[config.mk]
export PLATFORM = sky130hd
export DESIGN_NAME = gpio_bank_ctrl_flat
export DESIGN_NICKNAME = d
export VERILOG_FILES = /design/src/rtl/gpio_bank_ctrl_if.sv /design/src/rtl/gpio_bank_ctrl.sv /design/src/flat_wrapper.sv
export SDC_FILE = /design/constraint.sdc
export NUM_CORES = 1
export LEC_CHECK = 0
export BUFFER_PORTS_ARGS = -buffer_cell sky130_fd_sc_hd__buf_2
export CAP_MARGIN = 40
export CORE_ASPECT_RATIO = 0.5
export CORE_MARGIN = 2
export CORE_UTILIZATION = 55
export DETAILED_ROUTE_END_ITERATION = 8
export PLACE_DENSITY = 0.77
export SLEW_MARGIN = 40
export SYNTH_ARGS = -nofsm -noshare
export SYNTH_HDL_FRONTEND = slang
export SYNTH_SLANG_ARGS = --single-unit
[constraint.sdc]
create_clock -name clk -period 1.7 [get_ports clk]
set_input_delay 0.085 -clock clk [delete_from_list [all_inputs] [get_ports clk]]
set_output_delay 0.085 -clock clk [all_outputs]
set_load 0.1 [all_outputs]
[src/rtl/gpio_bank_ctrl_if.sv]
// CPU-side register bus of the GPIO bank controller (6502-style read/write port plus irq).
interface gpio_bank_ctrl_if;
  logic [2:0] addr;
  logic       we;
  logic [7:0] di;
  logic [7:0] rdata;
  logic       irq;

  modport master (output addr, we, di, input rdata, irq);
  modport slave  (input addr, we, di, output rdata, irq);
endinterface

[src/rtl/gpio_bank_ctrl.sv]
// GPIO bank controller: data/direction registers, pin-readback synchroniser,
// edge-triggered interrupt flags and a power-up sequencer that pushes 0 into the cells.
module gpio_bank_ctrl #(
  parameter int unsigned WIDTH       = 8,
  parameter int unsigned SYNC_STAGES = 1
) (
  input  logic             clk,
  input  logic             reset_n,
  gpio_bank_ctrl_if.slave  bus,
  output logic [WIDTH-1:0] gpio_dir,
  output logic [WIDTH-1:0] gpio_dout,
  output logic [WIDTH-1:0] gpio_we,
  input  logic [WIDTH-1:0] gpio_din
);

  localparam int unsigned CNT_W = 2;

  localparam logic [2:0] ADDR_DATA  = 3'd0;
  localparam logic [2:0] ADDR_DDR   = 3'd1;
  localparam logic [2:0] ADDR_RISE  = 3'd2;
  localparam logic [2:0] ADDR_FALL  = 3'd3;
  localparam logic [2:0] ADDR_IFLAG = 3'd4;
  localparam logic [2:0] ADDR_OLAT  = 3'd5;

  typedef enum logic [1:0] {
    ST_INIT   = 2'd0,
    ST_SETTLE = 2'd1,
    ST_RUN    = 2'd2
  } state_e;

  state_e           state_q, state_d;
  logic [CNT_W-1:0] cnt_q, cnt_d;
  logic [WIDTH-1:0] data_q, data_d;
  logic [WIDTH-1:0] ddr_q, ddr_d;
  logic [WIDTH-1:0] rise_q, rise_d;
  logic [WIDTH-1:0] fall_q, fall_d;
  logic [WIDTH-1:0] iflag_q, iflag_d;
  logic [WIDTH-1:0] prev_q, prev_d;
  logic [WIDTH-1:0] we_q, we_d;
  logic [7:0]       rdata_q, rdata_d;
  logic             irq_q, irq_d;

  logic [WIDTH-1:0] cur_c;
  logic [WIDTH-1:0] wdata_c;
  logic [WIDTH-1:0] clr_c;
  logic [WIDTH-1:0] rise_c;
  logic [WIDTH-1:0] fall_c;

  // Pin synchroniser: the cell already registers once, so zero stages is a pass-through.
  generate
    if (SYNC_STAGES == 0) begin : g_nosync
      assign cur_c = gpio_din;
    end else begin : g_sync
      logic [WIDTH-1:0] sync_q [SYNC_STAGES];
      logic [WIDTH-1:0] sync_d [SYNC_STAGES];

      always_comb begin
        sync_d[0] = gpio_din;
        for (int i = 1; i < int'(SYNC_STAGES); i++) begin
          sync_d[i] = sync_q[i-1];
        end
      end

      always_ff @(posedge clk or negedge reset_n) begin
        if (!reset_n) begin
          for (int i = 0; i < int'(SYNC_STAGES); i++) begin
            sync_q[i] <= '0;
          end
        end else begin
          for (int i = 0; i < int'(SYNC_STAGES); i++) begin
            sync_q[i] <= sync_d[i];
          end
        end
      end

      assign cur_c = sync_q[SYNC_STAGES-1];
    end
  endgenerate

  // Next-state, register-write, edge-flag and read-mux logic.
  always_comb begin
    state_d = state_q;
    cnt_d   = cnt_q;
    data_d  = data_q;
    ddr_d   = ddr_q;
    rise_d  = rise_q;
    fall_d  = fall_q;
    we_d    = '0;
    prev_d  = cur_c;
    irq_d   = |iflag_q;
    rdata_d = 8'h00;
    clr_c   = '0;
    wdata_c = bus.di[WIDTH-1:0];
    rise_c  =  cur_c & ~prev_q & rise_q & ~ddr_q;
    fall_c  = ~cur_c &  prev_q & fall_q & ~ddr_q;

    unique case (state_q)
      ST_INIT: begin
        state_d = ST_SETTLE;
        cnt_d   = '0;
        we_d    = '1;
      end
      ST_SETTLE: begin
        if (cnt_q == CNT_W'(SYNC_STAGES)) begin
          state_d = ST_RUN;
        end else begin
          cnt_d = cnt_q + CNT_W'(1);
        end
      end
      ST_RUN: begin
        state_d = ST_RUN;
      end
      default: begin
        state_d = ST_INIT;
      end
    endcase

    if (bus.we) begin
      case (bus.addr)
        ADDR_DATA: begin
          data_d = wdata_c;
          we_d   = '1;
        end
        ADDR_DDR:   ddr_d  = wdata_c;
        ADDR_RISE:  rise_d = wdata_c;
        ADDR_FALL:  fall_d = wdata_c;
        ADDR_IFLAG: clr_c  = wdata_c;
        default:    ;
      endcase
    end

    // A newly detected edge wins over a same-cycle write-1-clear.
    iflag_d = iflag_q & ~clr_c;
    if (state_q == ST_RUN) begin
      iflag_d = iflag_d | rise_c | fall_c;
    end

    case (bus.addr)
      ADDR_DATA:  rdata_d = 8'(cur_c);
      ADDR_DDR:   rdata_d = 8'(ddr_q);
      ADDR_RISE:  rdata_d = 8'(rise_q);
      ADDR_FALL:  rdata_d = 8'(fall_q);
      ADDR_IFLAG: rdata_d = 8'(iflag_q);
      ADDR_OLAT:  rdata_d = 8'(data_q);
      default:    rdata_d = 8'h00;
    endcase
  end

  always_ff @(posedge clk or negedge reset_n) begin
    if (!reset_n) begin
      state_q <= ST_INIT;
      cnt_q   <= '0;
      data_q  <= '0;
      ddr_q   <= '0;
      rise_q  <= '0;
      fall_q  <= '0;
      iflag_q <= '0;
      prev_q  <= '0;
      we_q    <= '0;
      rdata_q <= 8'h00;
      irq_q   <= 1'b0;
    end else begin
      state_q <= state_d;
      cnt_q   <= cnt_d;
      data_q  <= data_d;
      ddr_q   <= ddr_d;
      rise_q  <= rise_d;
      fall_q  <= fall_d;
      iflag_q <= iflag_d;
      prev_q  <= prev_d;
      we_q    <= we_d;
      rdata_q <= rdata_d;
      irq_q   <= irq_d;
    end
  end

  assign gpio_dir  = ddr_q;
  assign gpio_dout = data_q;
  assign gpio_we   = we_q;
  assign bus.rdata = rdata_q;
  assign bus.irq   = irq_q;

endmodule

[src/flat_wrapper.sv]
// flat-port wrapper written by rule: the top's interface ports become plain ports
module gpio_bank_ctrl_flat 
#(
  parameter int unsigned WIDTH       = 8,
  parameter int unsigned SYNC_STAGES = 1
)
  (clk, reset_n, gpio_dir, gpio_dout, gpio_we, gpio_din, bus_addr, bus_we, bus_di, bus_rdata, bus_irq);
  gpio_bank_ctrl_if bus_i ();
  input  logic clk;
  input  logic reset_n;
  output logic [WIDTH-1:0] gpio_dir;
  output logic [WIDTH-1:0] gpio_dout;
  output logic [WIDTH-1:0] gpio_we;
  input  logic [WIDTH-1:0] gpio_din;
  input wire logic [$bits(bus_i.addr)-1:0] bus_addr;
  input wire logic [$bits(bus_i.we)-1:0] bus_we;
  input wire logic [$bits(bus_i.di)-1:0] bus_di;
  output wire logic [$bits(bus_i.rdata)-1:0] bus_rdata;
  output wire logic [$bits(bus_i.irq)-1:0] bus_irq;
  assign bus_i.addr = bus_addr;
  assign bus_i.we = bus_we;
  assign bus_i.di = bus_di;
  assign bus_rdata = bus_i.rdata;
  assign bus_irq = bus_i.irq;
  gpio_bank_ctrl #(.WIDTH(WIDTH), .SYNC_STAGES(SYNC_STAGES)) u_core (.clk(clk), .reset_n(reset_n), .bus(bus_i), .gpio_dir(gpio_dir), .gpio_dout(gpio_dout), .gpio_we(gpio_we), .gpio_din(gpio_din));
endmodule
* Yosys cells after proc, flatten, opt, wreduce, memory -nomap -nowiden
Index checks and enable logic that the tools add are counted.
** Operators by class
- $add $sub $neg :: 1
- Eq/ne operators :: 10
- Mux-type cells :: 11
- Bitwise operators :: 13
- Reduce and logical (&&, ||, !) cells :: 9
** Operators with widths (count)
- bitwise AND 8 bit :: 7
- two-way mux 8 bit :: 6
- case mux 8 bit (6 select lines) :: 1
- inverter 8 bit :: 4
- bitwise OR 8 bit :: 2
- AND reduction 2 bit :: 5
- OR reduction 8 bit :: 1
- == test 3 x 2 -> 1 bit, second input constant :: 2
- == test 3 bit, second input constant :: 2
- case mux 2 bit (3 select lines) :: 1
- == test 2 x 1 -> 1 bit, second input constant :: 2
- two-way mux 2 bit :: 2
- case mux 2 bit (2 select lines) :: 1
- == test 3 x 1 -> 1 bit, second input constant :: 1
- logical NOT 3 bit :: 1
- adder 2 x 1 -> 2 bit, second input constant :: 1
- == test 2 bit, second input constant :: 1
- logical NOT 2 bit :: 1
- inequality test 2 x 1 -> 1 bit, second input constant :: 1
- inequality test 2 bit, second input constant :: 1
- nonzero test 2 bit :: 1
** Word-level totals
- Bits in registers :: 77
- Bits of input ports :: 22
- Output and inout bits :: 33
- Word-level logic and storage cells :: 56

* Depth between registers and ports, before layout
Gate-level depths: netlist of the first run.
- Depth in word-level cells :: 8
- Mapped depth :: 5
- Gate-level depth less buffers :: 5

* Worst setup path after synthesis of the first run
Ideal clock, no wire load.
- Kind :: reg2reg
- From :: register u_core.ddr_q[3] (netlist: u_core.gpio_dir[3])
- To :: register u_core.rdata_q[3] (netlist: u_core.bus.rdata[3])
- Library setup time :: 0.139 ns
- Arrival :: 1.394 ns
- Data required time :: 1.561 ns
- Setup slack :: 0.167 ns
- Stages on the path, launching flop included :: 4
- Buffers on the path :: 0
- Period minus slack after synthesis :: 1.533 ns
- Cell sequence :: dfrtp_1 -> mux2_2 -> a21oi_1 -> o221ai_1
** On the way
- Cells in the longest elaborated chain, start to end :: 1
** Ends and longest elaborated chain
- start, declared :: line gpio_bank_ctrl.sv:34 : logic [WIDTH-1:0] ddr_q, ddr_d;
- start signal, assigned :: line gpio_bank_ctrl.sv:166 : ddr_q <= ddr_d;
- case mux 8 bit (6 select lines) :: line gpio_bank_ctrl.sv:138 : case (bus.addr)
- net u_core.rdata_d[3] :: line gpio_bank_ctrl.sv:40 : logic [7:0] rdata_q, rdata_d;
- end signal, assigned :: line gpio_bank_ctrl.sv:172 : rdata_q <= rdata_d;
- end, declared :: line gpio_bank_ctrl.sv:40
The timed path passes the listed nets, and every way through them passes these cells.
A chain may end at the register's enable or synchronous reset.

* Worst setup path in the final report of the first run
- From :: register u_core.state_q[1]
- To :: register u_core.state_q[1]
** On the way
- Cells in the longest elaborated chain, start to end :: 2
- Elaborated cells on any way between the ends :: 5
- Those cells by class :: eq/ne: 3; mux: 1; reduce/logical: 1
** Ends and longest elaborated chain
- start, declared :: line gpio_bank_ctrl.sv:31 : state_e state_q, state_d;
- start signal, assigned :: line gpio_bank_ctrl.sv:163 : state_q <= state_d;
- == test 2 bit (tied with other cells) :: line gpio_bank_ctrl.sv:97 : unique case (state_q)
- case mux 2 bit (3 select lines) or inequality test 2 x 1 -> 1 bit (tied branches)
Several ways; a longest one is shown, not always the timed one.

==> results by group, run 1 <==
Worst setup path
  • Crit path depth: 4
  • CP Capture Type: flip-flop
  • CP arrival: 1.59 ns
  • Crit-path max cell delay: 0.39 ns
  • R2R depth: 4
  • CP max stage cell: dfrtp_1
  • Crit path kind: reg -> reg
  • Crit-path cells: inv_1, ha_1, nor2b_1, mux2_2
  • CP top delay family: flip-flops
  • Buffers & Inverters on Critical Path: 1
  • Critical Path Fanout Max: 5
  • Crit start category: flip-flop
  • CP Data Required Time: 1.91 ns

GRT
  • All-layer global routing usage: 23.63%
  • Largest net degree at the start of global routing: 34
  • Vias in the first global route: 2,262
  • First-pass GRT wire length: 11,270 um
  • Antenna violations before repair: 0
  • Grt ovf: 0

Cells and area
  • Fin nets: 346
  • Most frequent cells in the layout: dfrtp_1, buf_2, mux2_2, nand2_1, inv_1
  • Ant. Diodes: 0
  • Layout filler cell count: 382
  • Area added between synthesis and finish: 23.29%
  • Most common cell after layout, fill and taps aside: dfrtp_1
  • Layout cells sized above 1: 39.08%
  • FF/Latch Area: 1752 um2
  • Area of the multi-input gates: 1235 um2

Timing
  • Worst clock skew: 0.005093 ns
  • Final Hold Slack: 0.05066 ns
  • Post-route setup TNS: 0 ns
  • Maximum clock frequency: 0.7279 GHz
  • Hold Fails Final Rpt: 0
  • Final WS setup: 0.3262 ns
  • Final min period: 1.374 ns
  • Worst slew margin: 59.21%
  • Final setup viols: 0
  • Slew @ Worst Pin: 0.6118 ns
  • Part of the cycle the worst path needs: 80.81%
  • Final Max Slew Viols: 0
  • RSZ-0062 raised after global routing: no

Floorplanning
  • Starting Density: 57.17%
  • CORE AREA: 5515 um2
  • Die span in x: 111.1 um
  • Die Area: 6391 um2
  • Height of the die: 57.54 um
  • IO Pins: 55
  • Site Rows: 19

Yosys
  • Cells after synthesis: 250
  • Area contributors post-synth: dfrtp_1, mux2_2, a32o_1
  • Yosys cell types: 38
  • Post-synth ARST share: 100.0%
  • Most area-hungry cell type in the Yosys netlist: dfrtp_1
  • Syn Area/Cell: 12.61 um2
  • Post-synth EDFFs: 0
  • Post-synthesis net count: 276
  • Seq/Total Area, Yosys: 55.56%
  • #FFs+latches synth: 70
  • Mapped cell area: 3153 um2
  • Synth warn: 0
  • Synth top area share: 55.56%
  • Top_reg_cell synth: dfrtp_1

Place
  • Setup WS pre-CTS: 0.2304 ns
  • Dpl hpwl: 4731 um
  • Gp weighted congestion: 0.8517
  • I/O Buffers: 54

Drt
  • Drt drc: 0
  • Final WL: 6834 um
  • 1st-iter DRT viols: 84
  • Wire length per cell: 17.17 um
  • Pre-antenna DRT Iters: 5
  • Drt via density: 5.704
  • DR vias: 2,270
  • Final ANT Viol Nets: 0

Min path
  • Worst hold path depth: 2
  • Min-Delay Path Class: in -> reg

Power and ir drop
  • Clock power frac: 32.3%
  • Reg power frac: 38.7%
  • Leakage: 1.783 nW
  • Peak VDD IR: 1.059 mV
  • Pwr Density: 1448 nW/um2
  • Logic pwr share: 29.0%
  • Pint: 3.536 mW
  • Sw frac: 37.19%
  • Psw: 2.094 mW

Clock tree
  • CTS sink count: 70
  • Clk slew on worst S/H paths: 0.05 ns
  • H-tree depth: 3
  • CTS Root Buffer Type: clkbuf_16
  • # Post-CTS Setup Buffers: 0
  • CTS tree: yes
  • Clock Path Buffers: 2
  • Total clock buffers created by CTS: 9
  • Clock Latency Late Sink: 0.33 ns

Run status
  • Run status: complete, no violations

Job
  • # Max-Cap Violations: 0
[flip-flops by register name (all words and copies together), names as in the netlist]
name	flops
u_core.bus.irq	1
u_core.gpio_dout	8
u_core.fall_q	8
u_core.prev_q	8
u_core.bus.rdata	8
u_core.rise_q	8
u_core.gpio_we	1
u_core.gpio_dir	8
u_core.iflag_q	8
u_core.cnt_q	2
u_core.cur_c	8
u_core.state_q	2
[layer usage]
layer / part of all wire, % / global-route usage, % / vias to the layer above
met2: 48 / 38.56 / 76
li1: - / - / 1037
met3: 6.5 / 9.458 / 15
met4: 2.0 / 9.524 / 0
met5: 0 / 0 / -
met1: 43 / 28.91 / 1142
[per-stage QoR]
stage,cell area [um2],power (mW),std cells,util [%]
6_report,3887,5.630,398,70.49
5_1_grt,3887,5.854,398,70.49
4_1_cts,3887,5.671,398,70.49
3_5_place_dp,3503,3.814,373,63.52
3_3_place_gp,3503,3.759,373,63.52
2_1_floorplan,3153,3.463,250,-
[worst paths after layout]
kind | start | to | slack (ns)
setup reg to reg | u_core.state_q[1] | u_core.state_q[1] | 0.33
hold / removal | bus_di[6] | u_core.rise_q[6] | 0.05
max in group asynchronous | reset_n | u_core.cnt_q[0] | 0.77
min in group asynchronous | reset_n | u_core.cur_c[6] | 0.32
setup / recovery | u_core.state_q[1] | u_core.state_q[1] | 0.33
hold reg to reg | u_core.cur_c[6] | u_core.prev_q[6] | 0.42
[power groups by stage]
stage | sequential (mW) | clock (mW) | combinational (mW)
2_1_floorplan | 3.01 | 0 | 0.457
3_3_place_gp | 2.18 | 0 | 1.58
3_5_place_dp | 2.20 | 0 | 1.62
4_1_cts | 2.18 | 1.86 | 1.64
5_1_grt | 2.21 | 1.95 | 1.70
6_report | 2.18 | 1.82 | 1.63
[what timing repair did]
action,4_1_cts,5_1_grt
hold buffers,9,0
resized for setup,0,0
endpoints found under the hold margin,33,0
[cell type report]
cell class,count,share of cell area [%]
multi-input cells,150,31.77
repair buffers,75,11.91
clock buffers,13,6.437
flip-flops and latches,70,45.06
well taps,73,2.350
clock inverters,3,1.126
inverters,14,1.352
[cells in the mapped netlist (all sizes together) (3+ instances only)]
master   n
a21oi    5
a22oi    3
a32o     8
buf     16
dfrtp   70
ha       4
inv     14
mux2    41
mux2i    6
nand2   21
nand2b   5
nand3    5
nand3b  10
nor2b    3
nor3b    3
o21ai   13
o221ai   4
[kinds of logic (layout without fill, tap and decap cells)]
| family | count (synthesis) | after routing | synth area share [%] |
|---|---|---|---|
| buf+inv | 30 | 105 | 5.277 |
| mux | 47 | 47 | 16.55 |
| fa+ha+maj | 4 | 4 | 1.587 |
| simple gates | 59 | 59 | 11.91 |
| compound gates | 39 | 39 | 8.849 |
| flops | 70 | 70 | 55.56 |
| xor+xnor | 1 | 1 | 0.2778 |
Power figures use the tool's default switching activity.
==> run 2: changes to the inputs <==
--- a/config.mk
+++ b/config.mk
@@ -9,9 +9,9 @@
 export CAP_MARGIN = 40
 export CORE_ASPECT_RATIO = 0.5
 export CORE_MARGIN = 2
-export CORE_UTILIZATION = 55
+export CORE_UTILIZATION = 50
 export DETAILED_ROUTE_END_ITERATION = 8
-export PLACE_DENSITY = 0.77
+export PLACE_DENSITY = 0.73
 export SLEW_MARGIN = 40
 export SYNTH_ARGS = -nofsm -noshare
 export SYNTH_HDL_FRONTEND = slang
==> constraint.sdc (replaced) <==
create_clock -name clk -period 1.2 [get_ports clk]
set_input_delay 0.06 -clock clk [delete_from_list [all_inputs] [get_ports clk]]
set_output_delay 0.06 -clock clk [all_outputs]
set_load 0.1 [all_outputs]
==> run 2 against run 1 <==
Power increased by 54%. Utilization grew 2.4 points. Setup slack worse by 0.32 ns. Worst hold slack lost 0.033 ns. Critical path type unchanged. Routed wire length grew 12%. Sequential share of layout area decreased by 4.7 points. Clock skew shrank 0.0026 ns. Via count grew 1.3%. Register-to-register slack worse by 0.32 ns.
==> results by group, run 2 (synthesized netlist as in run 1, its figures left out) <==
Floorplanning
  • Site Rows: 20 (+1)
  • Height of the die: 60.15 um (+4.5%)
  • Die Area: 6996 um2 (+9.5%)
  • Die span in x: 116.3 um (+4.7%)
  • IO Pins: 55 (unchanged)
  • CORE AREA: 6081 um2 (+10%)
  • Starting Density: 51.85% (-5.3 points)

GRT
  • First-pass GRT wire length: 12,010 um (+6.5%)
  • Grt ovf: 0 (unchanged)
  • Largest net degree at the start of global routing: 71 (+110%)
  • Vias in the first global route: 2,358 (+4.2%)
  • Antenna violations before repair: 0 (unchanged)
  • All-layer global routing usage: 24.09% (+0.46 points)

Drt
  • 1st-iter DRT viols: 176 (+110%)
  • DR vias: 2,300 (+1.3%)
  • Wire length per cell: 17.78 um (+3.6%)
  • Pre-antenna DRT Iters: 5 (unchanged)
  • Final WL: 7628 um (+12%)
  • Final ANT Viol Nets: 0 (unchanged)
  • Drt drc: 0 (unchanged)
  • Drt via density: 5.361 (-6.0%)

Worst setup path
  • CP Capture Type: flip-flop
  • CP Data Required Time: 1.42 ns (-0.49 ns)
  • Crit start category: flip-flop
  • FF-to-FF Start: u_core.state_q[1]
  • Setup crit start: u_core.state_q[1]
  • Crit-path cells: inv_2, ha_4, nor2b_4, mux2_4
  • CP arrival: 1.41 ns (-0.18 ns)
  • Critical Path Fanout Max: 2 (-3)
  • CP max stage cell: dfrtp_1
  • Crit path kind: reg -> reg
  • Crit-path max cell delay: 0.39 ns (about the same)

Timing
  • Worst clock skew: 0.002527 ns (-0.002566 ns)
  • Worst slew margin: 67.45% (+8.2 points)
  • Final Max Slew Viols: 0 (unchanged)
  • Maximum clock frequency: 0.8399 GHz (+15%)
  • Final WS setup: 0.009401 ns (-0.3168 ns)
  • RSZ-0062 raised after global routing: yes
  • Post-route setup TNS: 0 ns (unchanged)
  • Final setup viols: 0 (unchanged)
  • Slew @ Worst Pin: 0.4916 ns (-0.1203 ns)
  • Final min period: 1.191 ns (-0.1832 ns)
  • Part of the cycle the worst path needs: 99.22% (+18 points)
  • Hold Fails Final Rpt: 0 (unchanged)

Power and ir drop
  • Logic pwr share: 29.9% (+0.9 points)
  • Pwr Density: 1962 nW/um2 (+35%)
  • Reg power frac: 36.3% (-2.4 points)
  • Pint: 5.618 mW (+59%)
  • Sw frac: 35.35% (-1.8 points)
  • Psw: 3.072 mW (+47%)
  • Leakage: 1.936 nW (+8.6%)
  • Clock power frac: 33.8% (+1.5 points)
  • Peak VDD IR: 1.040 mV (-1.8%)
  • Pwr Total: 8.689 mW (+54%)

Cells and area
  • Area added between synthesis and finish: 40.48%
  • Cell Count, Final, Fillers Out: 429 (+7.8%)
  • Layout cells sized above 1: 51.03% (+12 points)
  • Area of the multi-input gates: 1320 um2 (+6.9%)
  • Fin nets: 362 (+4.6%)
  • Most frequent cells in the layout: dfrtp_1, mux2_2, buf_4, buf_2, nand2_1
  • Most common cell after layout, fill and taps aside: dfrtp_1
  • Ant. Diodes: 0 (unchanged)
  • FF/Latch Area: 1789 um2 (+2.1%)
  • Layout filler cell count: 420 (+9.9%)

Clock tree
  • Clk slew on worst S/H paths: 0.05 ns (about the same)
  • Total clock buffers created by CTS: 9 (unchanged)
  • CTS tree: yes
  • CTS Root Buffer Type: clkbuf_16
  • Clock Latency Late Sink: 0.33 ns (about the same)
  • Clock Path Buffers: 2 (unchanged)
  • CTS sink count: 70 (unchanged)
  • H-tree depth: 3 (unchanged)

Place
  • Gp weighted congestion: 0.9006 (+5.7%)
  • I/O Buffers: 54 (unchanged)
  • Dpl hpwl: 5003 um (+5.8%)
  • Setup WS pre-CTS: -0.05082 ns (-0.2812 ns)
  • Placed cells: 404 (+8.3%)

Min path
  • Hold_sp: bus_di[1]
  • Min-Delay Path Class: in -> reg

Run status
  • Run status: complete, no violations

Job
  • # Max-Cap Violations: 0 (unchanged)
[run 2: stage by stage]
step	utilization [%]	hold slack (ns)	cell area [um2]
floorplan	-	-0.2356	3216
global placement	64.38	0.1059	3915
detailed placement	64.38	0.1103	3915
CTS	72.28	0.009713	4395
global route	72.84	0.02436	4429
finish	72.84	0.01798	4429
[run 2: cell type report]
| type | instances | share of cell area [%] |
|---|---|---|
| inverter | 14 | 1.186 |
| clock inverter | 3 | 1.469 |
| multi-input combinational | 150 | 29.80 |
| timing repair buffer | 91 | 18.56 |
| tap | 88 | 2.486 |
| sequential | 70 | 40.40 |
| clock buffer | 13 | 6.102 |
[run 2: per-layer routing]
layer / track usage [%] / part of all wire (%)
met4: 7.993 / 2.7
met1: 28.80 / 43
met3: 10.65 / 6.3
met5: 0 / 0
met2: 39.70 / 48
[run 2: final timing paths]
check | cells past startpoint | slack [ns] | to
setup / recovery | 4 | 0.009 | u_core.state_q[0]
hold reg to reg | 0 | 0.41 | u_core.prev_q[0]
max in group asynchronous | 3 | 0.60 | u_core.gpio_dout[0]
hold / removal | 2 | 0.02 | u_core.fall_q[1]
min in group asynchronous | 3 | 0.25 | u_core.gpio_dout[6]
setup reg to reg | 4 | 0.009 | u_core.state_q[0]
[run 2: repair_timing]
item                                   in CTS  in global routing
cloned                                      0                  0
setup endpoints to repair                  21                 29
resized for setup                          11                 13
endpoints found under the hold margin      78                  0
hold buffers                                9                  0
buffers inserted                            3                  0
[run 2: power groups by stage]
stage | logic [mW] | clock network, mW | registers (mW)
after floorplan | 0.656 | 0 | 4.31
after global placement | 2.53 | 0 | 3.12
after detailed placement | 2.56 | 0 | 3.15
after CTS | 2.63 | 2.98 | 3.12
after global routing | 2.71 | 3.08 | 3.21
final | 2.59 | 2.94 | 3.16
[run 2: critical path, delay by kind of cell, from the launching register on]
kind	cells	cell delay (ns)
fa+ha+maj	1	0.13
buf+inv	1	0.09
flops	1	0.39
mux	1	0.31
simple gates	1	0.16
==> run 3: changes to the inputs <==
--- a/config.mk
+++ b/config.mk
@@ -7,7 +7,7 @@
 export LEC_CHECK = 0
 export BUFFER_PORTS_ARGS = -buffer_cell sky130_fd_sc_hd__buf_2
 export CAP_MARGIN = 40
-export CORE_ASPECT_RATIO = 0.5
+export CORE_ASPECT_RATIO = 1.2
 export CORE_MARGIN = 2
 export CORE_UTILIZATION = 50
 export DETAILED_ROUTE_END_ITERATION = 8
==> run 3 against run 2 <==
The run now ends with setup timing left. First-iteration DRC count decreased by 18%. Largest cell class unchanged. Highest routed layer unchanged. Setup slack got worse by 0.028 ns. Critical path type is now reg -> out. Routed wire length decreased by 5.5%.
==> results by group, run 3 (synthesized netlist as in run 1, its figures left out) <==
Cells and area
  • Cell Count, Final, Fillers Out: 432 (+0.70%)
  • Most common cell after layout, fill and taps aside: dfrtp_1
  • Layout cells sized above 1: 50.00% (-1.0 points)
  • Layout filler cell count: 441 (+5.0%)
  • Design area: 4337 um2 (-2.1%)
  • Area added between synthesis and finish: 37.54%
  • Most frequent cells in the layout: dfrtp_1, buf_4, mux2_2, buf_2, nand2_1
  • Final core utilization: 71.67% (-1.2 points)
  • Fin nets: 371 (+2.5%)
  • Ant. Diodes: 0 (unchanged)

Timing
  • Post-route setup TNS: -0.1450 ns (-0.1450 ns)
  • Final Hold Slack: 0.01151 ns (-0.006470 ns)
  • Maximum clock frequency: 0.8204 GHz (-2.3%)
  • Final setup viols: 8 (+8)
  • Worst slew margin: 67.54% (+0.085 points)
  • Final WS setup: -0.01888 ns (-0.02828 ns)
  • Final min period: 1.219 ns (+0.02828 ns)
  • Slew @ Worst Pin: 0.4903 ns (-0.001287 ns)
  • Part of the cycle the worst path needs: 101.6% (+2.4 points)
  • Final Max Slew Viols: 0 (unchanged)
  • RSZ-0062 raised after global routing: yes
  • Worst clock skew: 0.008352 ns (+0.005825 ns)
  • Hold Fails Final Rpt: 0 (unchanged)

GRT
  • First-pass GRT wire length: 11,830 um (-1.5%)
  • All-layer global routing usage: 22.20% (-1.9 points)
  • Vias in the first global route: 2,326 (-1.4%)
  • Grt ovf: 0 (unchanged)
  • Largest net degree at the start of global routing: 71 (unchanged)
  • Antenna violations before repair: 0 (unchanged)

Power and ir drop
  • Leakage: 1.909 nW (-1.4%)
  • Pwr Total: 7.478 mW (-14%)
  • Peak VDD IR: 0.9578 mV (-7.9%)
  • Pwr Density: 1724 nW/um2 (-12%)

Clock tree
  • CTS Root Buffer Type: clkbuf_8
  • H-tree depth: 3 (unchanged)
  • Clk slew on worst S/H paths: 0.08 ns (+0.03 ns)
  • Clock Latency Late Sink: 0.35 ns (+0.02 ns)
  • CTS tree: yes
  • Total clock buffers created by CTS: 9 (unchanged)
  • CTS sink count: 70 (unchanged)
  • Clock Path Buffers: 2 (unchanged)

Drt
  • M1 WL: 3227 um (-1.3%)
  • 1st-iter DRT viols: 145 (-18%)
  • Pre-antenna DRT Iters: 4 (-1)
  • Final ANT Viol Nets: 0 (unchanged)
  • DR vias: 2,320 (+0.87%)
  • Final WL: 7205 um (-5.5%)
  • Wire length per cell: 16.68 um (-6.2%)
  • Drt via density: 5.370 (+0.17%)
  • Met2 WL post-DR: 3601 um (-1.8%)
  • DR top layer: met4
  • Drt drc: 0 (unchanged)
  • WL met3: 220 um (-55%)

Run status
  • Violated checks: setup timing
  • Run status: complete, but fails checks

Place
  • Setup WS pre-CTS: -0.05010 ns (+0.0007171 ns)
  • Dpl cell area: 3973 um2 (+1.5%)
  • I/O Buffers: 54 (unchanged)
  • Placed cells: 403 (-0.25%)
  • Gp weighted congestion: 0.8154 (-9.5%)
  • Dpl hpwl: 5141 um (+2.8%)

Floorplanning
  • Die span in x: 76.49 um (-34%)
  • Die Area: 6960 um2 (-0.51%)
  • Height of the die: 90.99 um (+51%)
  • CORE AREA: 6051 um2 (-0.49%)
  • Starting Density: 52.11% (+0.26 points)
  • Site Rows: 31 (+55%)
  • IO Pins: 55 (unchanged)

Worst setup path
  • Crit-path cells: buf_12
  • CP Capture Type: output port
  • CP top delay family: flip-flops
  • Crit-path max cell delay: 0.59 ns (+0.20 ns)
  • CP Data Required Time: 1.14 ns (-0.28 ns)
  • Crit start category: flip-flop
  • Buffers & Inverters on Critical Path: 1 (unchanged)
  • CP max stage cell: dfrtp_4
  • Crit path kind: reg -> out
  • CP arrival: 1.16 ns (-0.25 ns)
  • Critical Path Fanout Max: 8 (+6)

Job
  • # Max-Cap Violations: 0 (unchanged)

Min path
  • Min-Delay Path Class: in -> reg
run 3: area by class of cell:
| type | count | area, um2 | area share [%] |
|---|---|---|---|
| well taps | 82 | 102.6 | 2.366 |
| repair buffers | 100 | 925.9 | 21.35 |
| inverters | 14 | 52.55 | 1.212 |
| clock inverters | 7 | 48.80 | 1.125 |
| clock buffers | 9 | 123.9 | 2.856 |
| multi-input cells | 150 | 1295 | 29.86 |
| flip-flops and latches | 70 | 1788 | 41.23 |
run 3: final timing paths:
path                                   start            endpoint  slack [ns]  cells after the start
min in group asynchronous            reset_n     u_core.cur_c[1]        0.25                      3
min reg2reg                  u_core.cur_c[0]    u_core.prev_q[0]        0.42                      0
max in group asynchronous            reset_n  u_core.gpio_dir[5]        0.62                      3
max reg2reg                u_core.state_q[0]   u_core.iflag_q[1]        0.01                      3
max                        u_core.gpio_we[6]          gpio_we[1]       -0.02                      1
min                                bus_di[0]    u_core.rise_q[0]        0.01                      2
run 3: what timing repair did:
item / 4_1_cts / 5_1_grt
setup endpoints to repair: 31 / 24
gates cloned: 0 / 0
hold buffers: 14 / 0
gates resized for setup: 14 / 4
endpoints found under the hold margin: 92 / 0
setup buffers: 1 / 1
pin swaps: 0 / 3
run 3: power breakdown:
part           switching [mW]  internal, mW  total, mW  leakage (nW)
clock network           0.934         0.755       1.69        0.0898
registers               0.369          2.79       3.16         0.800
logic                    1.75         0.878       2.63          1.02
total                    3.05          4.43       7.48          1.91
run 3: metal layers:
metal | track usage [%] | up-vias
li1 | - | 1082
met1 | 30.08 | 1171
met2 | 34.66 | 51
met3 | 3.777 | 16
met4 | 11.21 | 0
met5 | 0 | -
